File: src/rtl/fpu_mul_arbiter.sv
// Round-robin issue arbiter for the shared FPU multiplier: grants one of two requesters per cycle,
// tags each issued op with its owner across the fixed multiplier latency, and supports a drain handshake.
module fpu_mul_arbiter #(
  parameter int unsigned LAT = 3,
  parameter int unsigned W   = 32
) (
  input  logic         clk_i,
  input  logic         rst_ni,
  input  logic         req0_valid_i,
  input  logic [W-1:0] req0_a_i,
  input  logic [W-1:0] req0_b_i,
  output logic         req0_ready_o,
  input  logic         req1_valid_i,
  input  logic [W-1:0] req1_a_i,
  input  logic [W-1:0] req1_b_i,
  output logic         req1_ready_o,
  output logic         mul_valid_o,
  output logic [W-1:0] mul_a_o,
  output logic [W-1:0] mul_b_o,
  input  logic [W-1:0] mul_result_i,
  output logic         rsp0_valid_o,
  output logic         rsp1_valid_o,
  output logic [W-1:0] rsp_data_o,
  input  logic         drain_req_i,
  output logic         drain_done_o
);

  localparam int unsigned CNT_MAX = LAT + 2;
  localparam int unsigned CNT_W   = $clog2(CNT_MAX + 1);

  localparam logic [1:0] S_RUN   = 2'd0;
  localparam logic [1:0] S_DRAIN = 2'd1;
  localparam logic [1:0] S_DONE  = 2'd2;

  logic [1:0]       state_q, state_d;
  logic             last_q, last_d;
  logic             mv_q, mv_d;
  logic [W-1:0]     a_q, a_d;
  logic [W-1:0]     b_q, b_d;
  logic             own_q, own_d;
  logic [LAT-1:0]   tag_v_q, tag_v_d;
  logic [LAT-1:0]   tag_o_q, tag_o_d;
  logic             rsp0_q, rsp0_d;
  logic             rsp1_q, rsp1_d;
  logic [W-1:0]     rdata_q, rdata_d;
  logic             done_q, done_d;
  logic [CNT_W-1:0] cnt_q, cnt_d;

  logic en_c, gnt0_c, gnt1_c, acc_c, rsp_any_c;

  // Grant: alternate on contention; reset held low blocks any acceptance
  always_comb begin
    en_c      = (state_q == S_RUN) && !drain_req_i && rst_ni;
    gnt0_c    = en_c && req0_valid_i && (!req1_valid_i || last_q);
    gnt1_c    = en_c && req1_valid_i && (!req0_valid_i || !last_q);
    acc_c     = gnt0_c || gnt1_c;
    rsp_any_c = rsp0_q || rsp1_q;
  end

  assign req0_ready_o = gnt0_c;
  assign req1_ready_o = gnt1_c;

  // Next-state: FSM, issue register, owner-tag pipeline, response and in-flight count
  always_comb begin
    state_d = state_q;
    last_d  = last_q;
    mv_d    = acc_c;
    a_d     = a_q;
    b_d     = b_q;
    own_d   = own_q;
    tag_v_d = tag_v_q;
    tag_o_d = tag_o_q;
    cnt_d   = cnt_q;

    if (gnt1_c) begin
      a_d    = req1_a_i;
      b_d    = req1_b_i;
      own_d  = 1'b1;
      last_d = 1'b1;
    end else if (gnt0_c) begin
      a_d    = req0_a_i;
      b_d    = req0_b_i;
      own_d  = 1'b0;
      last_d = 1'b0;
    end

    tag_v_d[0] = mv_q;
    tag_o_d[0] = own_q;
    for (int unsigned i = 1; i < LAT; i++) begin
      tag_v_d[i] = tag_v_q[i-1];
      tag_o_d[i] = tag_o_q[i-1];
    end

    rsp0_d  = tag_v_q[LAT-1] && !tag_o_q[LAT-1];
    rsp1_d  = tag_v_q[LAT-1] &&  tag_o_q[LAT-1];
    rdata_d = tag_v_q[LAT-1] ? mul_result_i : rdata_q;

    case ({acc_c, rsp_any_c})
      2'b10:   cnt_d = cnt_q + CNT_W'(1);
      2'b01:   cnt_d = cnt_q - CNT_W'(1);
      default: cnt_d = cnt_q;
    endcase

    // DRAIN looks at the next count so drain_done rises right after the last response
    case (state_q)
      S_RUN:   if (drain_req_i) state_d = S_DRAIN;
      S_DRAIN: if (cnt_d == '0) state_d = S_DONE;
      S_DONE:  if (!drain_req_i) state_d = S_RUN;
      default: state_d = S_RUN;
    endcase

    done_d = (state_d == S_DONE);
  end

  always_ff @(posedge clk_i or negedge rst_ni) begin
    if (!rst_ni) begin
      state_q <= S_RUN;
      last_q  <= 1'b1;
      mv_q    <= 1'b0;
      a_q     <= '0;
      b_q     <= '0;
      own_q   <= 1'b0;
      tag_v_q <= '0;
      tag_o_q <= '0;
      rsp0_q  <= 1'b0;
      rsp1_q  <= 1'b0;
      rdata_q <= '0;
      done_q  <= 1'b0;
      cnt_q   <= '0;
    end else begin
      state_q <= state_d;
      last_q  <= last_d;
      mv_q    <= mv_d;
      a_q     <= a_d;
      b_q     <= b_d;
      own_q   <= own_d;
      tag_v_q <= tag_v_d;
      tag_o_q <= tag_o_d;
      rsp0_q  <= rsp0_d;
      rsp1_q  <= rsp1_d;
      rdata_q <= rdata_d;
      done_q  <= done_d;
      cnt_q   <= cnt_d;
    end
  end

  assign mul_valid_o  = mv_q;
  assign mul_a_o      = a_q;
  assign mul_b_o      = b_q;
  assign rsp0_valid_o = rsp0_q;
  assign rsp1_valid_o = rsp1_q;
  assign rsp_data_o   = rdata_q;
  assign drain_done_o = done_q;

  // In-flight count is bounded by issue-to-response depth; leaving that range means lost tracking
  a_cnt_ovf: assert property (@(posedge clk_i) disable iff (!rst_ni)
    !(acc_c && !rsp_any_c && (cnt_q == CNT_W'(CNT_MAX))));
  a_cnt_unf: assert property (@(posedge clk_i) disable iff (!rst_ni)
    !(rsp_any_c && !acc_c && (cnt_q == '0)));

endmodule
File: config.mk
export PLATFORM = sky130hd
export DESIGN_NAME = fpu_mul_arbiter
export DESIGN_NICKNAME = d
export VERILOG_FILES = /design/src/rtl/fpu_mul_arbiter.sv
export SDC_FILE = /design/constraint.sdc
export NUM_CORES = 1
export LEC_CHECK = 0
export BUFFER_PORTS_ARGS = -buffer_cell sky130_fd_sc_hd__clkbuf_2
export CORE_ASPECT_RATIO = 0.7
export CORE_MARGIN = 5
export CORE_UTILIZATION = 50
export CTS_BUF_LIST = sky130_fd_sc_hd__clkbuf_8
export DETAILED_ROUTE_END_ITERATION = 10
export PLACE_DENSITY = 0.87
export SYNTH_ARGS = -nofsm -noshare
export SYNTH_HDL_FRONTEND = slang
export SYNTH_SLANG_ARGS = --single-unit
File: constraint.sdc
create_clock -name clk_i -period 6.2 [get_ports clk_i]
set_input_delay 1.24 -clock clk_i [delete_from_list [all_inputs] [get_ports clk_i]]
set_output_delay 1.24 -clock clk_i [all_outputs]
set_load 0.01 [all_outputs]
==> flow_metrics.py, run 1 <==
metrics = {
    "clock_tree": {
        "path_clk_slew_ps": 70,
        "hold_buffers": 0,
        "cts-buffers-inserted": 17,
        "post_cts_resized": 0,
        "cts_tree": "done",
        "post_cts_buffers": 0,
        "worstSkewPairLatency_ps": 400,
        "clock_sinks": 113,
        "ctsRootBufferMaster": "clkbuf_8",
        "htree_levels": 4,
        "clock_path_buffers": 2,
    },
    "synthesis": {
        "syn-instance-count": 347,
        "yosysTopAreaCellShare": 0.551,
        "yosysMostFrequentCell": "dfrtp_1",
        "ys_seq_area_frac": 0.556,
        "synth_edf_count": 0,
        "synthTopCellsByArea": "dfrtp_1 55%, a2bb2oi_2 15%, o32ai_1 11%",
        "synth-seq-cells": 113,
        "synth.avg_cell_area_sq_um": 14.7,
        "async_reset_ff_frac": 1.00,
        "synth-warning-count": 0,
        "ys.flop_type": "dfrtp_1",
        "synth_top_area_cell": "dfrtp_1",
        "synthTopCellsByCount": "112 x dfrtp_1, 64 x o32ai_1, 50 x a2bb2oi_2",
        "synth.cell_area_sq_um": 5080,
        "syn_nets": 514,
        "ys_types": 35,
    },
    "floorplan": {
        "initial_core_util": 0.519,
        "dieHeight_microns": 94.4,
        "core_sq_um": 9800,
        "die_area_sq_um": 12300,
        "rows": 30,
        "io_pins": 267,
        "die_w_microns": 131,
    },
    "layout": {
        "syn2layout_area_growth_pct": 34.5,
        "final_design_area_no_fill_sq_um": 6840,
        "nets": 766,
        "instances_no_fill": 739,
        "antenna_cells": 0,
        "nFillCells": 704,
        "drive_above_1_share": 0.601,
    },
    "global_route": {
        "grt_pass1_wl_mm": 21.9,
        "use_met1": 0.272,
        "overflow": 0,
        "use_met2": 0.396,
        "busiest_layer": "met2",
        "grt_max_degree": 66,
        "antenna_found_initial": 0,
        "grtUsageTotal": 0.226,
        "grt_pass1_vias": 4403,
        "use_met3": 0.0673,
    },
    "critical_path": {
        "timing.critical_path.buf_inv": 3,
        "critical_path_class": "input port to primary output",
        "rr_worst_depth": 8,
        "critPathMaxFanout": 54,
        "cp.arrival_ps": 3010,
        "end_kind": "primary output",
        "r2r-start": "state_q[1]$_DFF_PN0_",
        "path_cells": "buf_4 -> nor4b_4 -> buf_4 -> nor3b_1 -> clkbuf_2",
        "worstSetupStartpointType": "input port",
        "crit_path_top_delay_cell": "buf_4",
        "crit_path_max_incr_delay_ps": 520,
        "r2r-end": "state_q[1]$_DFF_PN0_",
        "r2r_slack_ps": 3250,
        "cp_common_cell": "buf_4",
        "path_delay_family": "buffers and inverters",
        "cp.required_ps": 4960,
    },
    "route": {
        "ant_nets": 0,
        "drtIter0Drc": 216,
        "wl_per_cell_microns": 19.2,
        "drc": 0,
        "vias": 4213,
        "drtPass1Iterations": 4,
        "vias_per_cell": 5.70,
        "drt_wl_total_mm": 14.2,
    },
    "worst_hold_path": {
        "holdPathStages": 0,
        "hp-class": "flop to flop",
        "hold_start": "tag_v_q[1]$_DFF_PN0_",
        "min_to": "tag_v_q[2]$_DFF_PN0_",
    },
    "timing": {
        "maxSlewHeadroom": 0.194,
        "finalClockSkew_ps": 12.8,
        "fmax_mhz": 235,
        "finalSetupTns_ps": 0,
        "rsz0062_at_grt": "no",
        "min_period_ps": 4250,
        "finalSetupViolCount": 0,
        "final.setup.worst_slack_ps": 1950,
        "period_share": 0.686,
        "finalMaxSlewViolations": 0,
        "report.final.hold_viol_count": 0,
        "tightest_slew_ps": 1210,
    },
    "pwr": {
        "p_int_uw": 2170,
        "p_leak_uw": 0.00323,
        "peakVddDrop_v": 0.000198,
        "p_sw_uw": 1160,
        "swShare": 0.348,
        "finalPower_uw": 3330,
        "p_comb_frac": 0.387,
        "clockPowerShare": 0.210,
        "p_seq_frac": 0.403,
        "p_per_area_nw_per_um2": 487,
    },
    "placement": {
        "placed_cells_incl_taps": 708,
        "dpl-instance-area_sq_um": 6430,
        "pre_cts_slack_ps": 1900,
        "gp_congestion": 0.831,
        "port_buffers": 266,
        "hpwlAfterDp_mm": 10.4,
    },
    "flow_run": {
        "maxCapViolations": 0,
    },
    "status": {
        "status": "finished, final reports clean",
    },
}
worst register-to-register path: stages (launching register included):
cell      delay (ps)
dfrtp_1          440
nor4b_4          320
buf_4            390
o21ai_2          140
ha_1             260
fa_1             470
nor3b_1          340
o21bai_1         160
o41ai_1          320
per-stage QoR:
step	hold WS, ps	utilization
floorplan	331	-
global placement	332	0.657
detailed placement	335	0.657
CTS	347	0.698
global route	350	0.698
finish	344	0.698
state kept, by name (all words and copies together), names as in the netlist:
name / flops
rsp0_valid_o: 1
tag_o_q: 3
last_q: 1
cnt_q: 3
tag_v_q: 3
rsp1_valid_o: 1
own_q: 1
rsp_data_o: 32
mul_a_o: 32
mul_b_o: 32
mul_valid_o: 1
state_q: 2
drain_done_o: 1
cell usage in the layout (no fill, tap or decap), types with 2 or more instances in the layout:
cell and count:
o41ai_1 2, xnor2_1 2, clkbuf_8 19, a21oi_1 2
or2_2 2, mux2_1 25, clkbuf_2 265, buf_4 7
inv_1 4, clkinv_4 2, nor2_1 4, nor3b_1 3
a2bb2oi_1 14, clkinv_2 3, a2bb2oi_2 50, clkinvlp_4 2
o32ai_1 64, bufinv_16 3, dfrtp_1 112, mux2_2 8
power groups by stage:
stage	combinational [uW]	clock [uW]	sequential, uW
after floorplan	640	0	1450
after global placement	1250	0	1330
after detailed placement	1310	0	1340
after CTS	1310	715	1340
after global routing	1400	757	1380
final	1290	699	1340
layout make-up:
type,instances,area (sq um),area share
Clock buffer,19,262,0.0382
Clock inverter,12,144,0.0210
Inverter,3,12.5,0.00183
Multi-Input combinational cell,192,2050,0.300
Sequential cell,113,2830,0.414
Tap cell,128,160,0.0234
Timing Repair Buffer,272,1380,0.202
routing by layer:
| layer | share of wire | vias to the layer above |
|---|---|---|
| met2 | 0.52 | 192 |
| met4 | 0.011 | 0 |
| met1 | 0.39 | 2100 |
| met3 | 0.082 | 16 |
| li1 | - | 1905 |
| met5 | 0 | - |
worst max path at each step:
stage / startpoint / endpoint / slack (ps) / cells after the start
floorplan: drain_req_i / req1_ready_o / 2960 / 3
global placement: rst_ni / req0_ready_o / 2010 / 5
detailed placement: rst_ni / state_q[1]$_DFF_PN0_ / 1900 / 9
CTS: rst_ni / req0_ready_o / 1900 / 5
global route: rst_ni / req0_ready_o / 1690 / 5
finish: rst_ni / req0_ready_o / 1950 / 5
logic make-up (layout without fill, tap and decap cells):
logic type	count (synthesis)	in the layout	synth area share
adder cells (fa/ha/maj)	2	2	0.00640
flip-flops	113	113	0.556
XOR/XNOR	2	2	0.00345
buffers and inverters	42	306	0.0411
AND/OR/NAND/NOR	17	17	0.0221
AO/OA/AOI/OAI	138	138	0.297
multiplexers	33	33	0.0731
Note: power is estimated with default switching activity, not from simulation.
==> run 2: changes to the inputs <==
- ABC_AREA: unset -> 1
- CORE_UTILIZATION: 50 -> 48
- PLACE_DENSITY: 0.87 -> 0.83
- clock period: 6.2 -> 4.3 ns (I/O delays scaled with it)
==> flow_metrics.py, run 2 <==
metrics = {
    "status": {
        "status": "finished, final reports clean",
    },
    "clock_tree": {
        "post_cts_resized": 0,
        "clock_sinks": 113,
        "cts-buffers-inserted": 17,
        "cts_tree": "done",
        "path_clk_slew_ps": 60,
        "post_cts_buffers": 0,
        "hold_buffers": 0,
        "ctsRootBufferMaster": "clkbuf_8",
        "worstSkewPairLatency_ps": 410,
        "htree_levels": 4,
        "clock_path_buffers": 2,
    },
    "layout": {
        "nFillCells": 950,
        "nets": 1107,
        "final_common_cell": "nand2_1",
        "antenna_cells": 0,
        "drive_above_1_share": 0.326,
        "final_design_area_no_fill_sq_um": 7250,
        "final_cell_mix": "312 x nand2_1, 265 x clkbuf_2, 112 x dfrtp_1",
        "syn2layout_area_growth_pct": 33.3,
    },
    "timing": {
        "period_share": 0.703,
        "finalSetupViolCount": 0,
        "finalClockSkew_ps": 5.16,
        "finalSetupTns_ps": 0,
        "fmax_mhz": 331,
        "maxSlewHeadroom": 0.257,
        "finalMaxSlewViolations": 0,
        "min_period_ps": 3020,
        "rsz0062_at_grt": "no",
        "tightest_slew_ps": 1120,
        "report.final.hold_viol_count": 0,
    },
    "global_route": {
        "overflow": 0,
        "antenna_found_initial": 0,
        "grtUsageTotal": 0.234,
        "grt_pass1_wl_mm": 24.8,
        "grt_max_degree": 67,
        "grt_pass1_vias": 4968,
    },
    "critical_path": {
        "cp.required_ps": 3440,
        "end_kind": "primary output",
        "critical_path_class": "input port to primary output",
        "rr_worst_depth": 12,
        "cp_common_cell": "buf_4",
        "worstSetupStartpointType": "input port",
        "r2r_slack_ps": 1740,
        "crit_path_end": "req1_ready_o",
        "crit_path_max_incr_delay_ps": 560,
        "cp.arrival_ps": 2160,
        "path_cells": "buf_4 -> buf_4 -> nand2_1 -> nor2_4 -> nand2_2 -> inv_1 -> clkbuf_2",
        "crit_path_top_delay_cell": "buf_4",
        "crit_start": "rst_ni",
        "r2r-end": "state_q[0]$_DFF_PN0_",
        "r2r-start": "state_q[1]$_DFF_PN0_",
        "critPathMaxFanout": 58,
    },
    "synthesis": {
        "yosysMostFrequentCell": "nand2_1",
        "synth.cell_area_sq_um": 5430,
        "synth_edf_count": 0,
        "syn-instance-count": 690,
        "syn_nets": 857,
        "ys_seq_area_frac": 0.521,
        "synthTopCellsByArea": "dfrtp_1 52%, nand2_1 22%, nand3b_1 8.8%",
        "ys_types": 18,
        "synth-warning-count": 0,
        "synth.avg_cell_area_sq_um": 7.88,
        "yosysTopAreaCellShare": 0.516,
        "synth_top_area_cell": "dfrtp_1",
        "synth-seq-cells": 113,
        "synthTopCellsByCount": "313 x nand2_1, 112 x dfrtp_1, 76 x inv_1",
        "ys.flop_type": "dfrtp_1",
        "async_reset_ff_frac": 1.00,
    },
    "route": {
        "drtIter0Drc": 266,
        "vias_per_cell": 4.69,
        "wl_per_cell_microns": 14.2,
        "drtPass1Iterations": 5,
        "ant_nets": 0,
        "drt_wl_total_mm": 15.7,
        "drc": 0,
        "vias": 5173,
    },
    "floorplan": {
        "initial_core_util": 0.492,
        "die_area_sq_um": 13600,
        "die_w_microns": 137,
        "io_pins": 267,
        "rows": 32,
        "core_sq_um": 11100,
        "dieHeight_microns": 99.0,
    },
    "flow_run": {
        "maxCapViolations": 0,
    },
    "pwr": {
        "p_leak_uw": 0.00442,
        "peakVddDrop_v": 0.000247,
        "p_per_area_nw_per_um2": 637,
        "finalPower_uw": 4620,
    },
    "placement": {
        "port_buffers": 266,
        "hpwlAfterDp_mm": 11.2,
        "gp_congestion": 0.825,
        "dpl-instance-area_sq_um": 6800,
    },
    "worst_hold_path": {
        "hp-class": "flop to flop",
    },
}
-- run 2: logic make-up (layout without fill, tap and decap cells) --
family	after synthesis	count (layout)	share of synthesized area
simple gates	454	454	0.375
buf+inv	120	381	0.0967
flops	113	113	0.521
fa+ha+maj	2	2	0.00599
compound gates	1	1	0.00161
-- run 2: stage by stage --
step           utilization  worst slack [ps]  hold slack, ps  std cells
4_1_cts              0.656              1240             354       1104
2_1_floorplan            -              1760             331        690
6_report             0.656              1280             351       1104
5_1_grt              0.656              1080             369       1104
3_5_place_dp         0.615              1240             339       1074
3_3_place_gp         0.615              1260             333       1074
-- run 2: final cells by class --
type,count,area [sq um],share of cell area
inverter,78,293,0.0404
multi-input combinational,457,2100,0.289
timing repair buffer,273,1390,0.191
clock buffer,19,262,0.0361
clock inverter,11,188,0.0259
sequential,113,2830,0.390
tap,153,191,0.0264
-- run 2: worst min-delay path by stage --
stage                    startpoint                    to  slack (ps)  cells after the start
3_5_place_dp   tag_o_q[1]$_DFF_PN0_  tag_o_q[2]$_DFF_PN0_         340                      0
4_1_cts        tag_o_q[1]$_DFF_PN0_  tag_o_q[2]$_DFF_PN0_         350                      0
6_report       tag_o_q[1]$_DFF_PN0_  tag_o_q[2]$_DFF_PN0_         350                      0
2_1_floorplan  tag_o_q[0]$_DFF_PN0_  tag_o_q[1]$_DFF_PN0_         330                      0
5_1_grt        tag_o_q[0]$_DFF_PN0_  tag_o_q[1]$_DFF_PN0_         370                      0
3_3_place_gp   tag_o_q[1]$_DFF_PN0_  tag_o_q[2]$_DFF_PN0_         330                      0
-- run 2: worst max-delay path: cells and delay by family --
family | cells | cell delay, ps
buffers and inverters | 4 | 850
AND/OR/NAND/NOR | 3 | 410
-- run 2: power by group --
group | internal (uW) | switching (uW) | leakage [uW] | total, uW
Combinational | 640 | 987 | 0.00279 | 1630
Sequential | 1570 | 293 | 0.00140 | 1860
Clock | 711 | 413 | 0.000225 | 1120
Total | 2920 | 1690 | 0.00442 | 4620
-- run 2: routing by layer --
layer  vias to the layer above  wire [microns]  GRT usage
li1                       2613               -          -
met1                      2326            6720      0.309
met2                       211            7250      0.358
met3                        23            1460     0.0816
met4                         0             275     0.0828
met5                         -               0          0
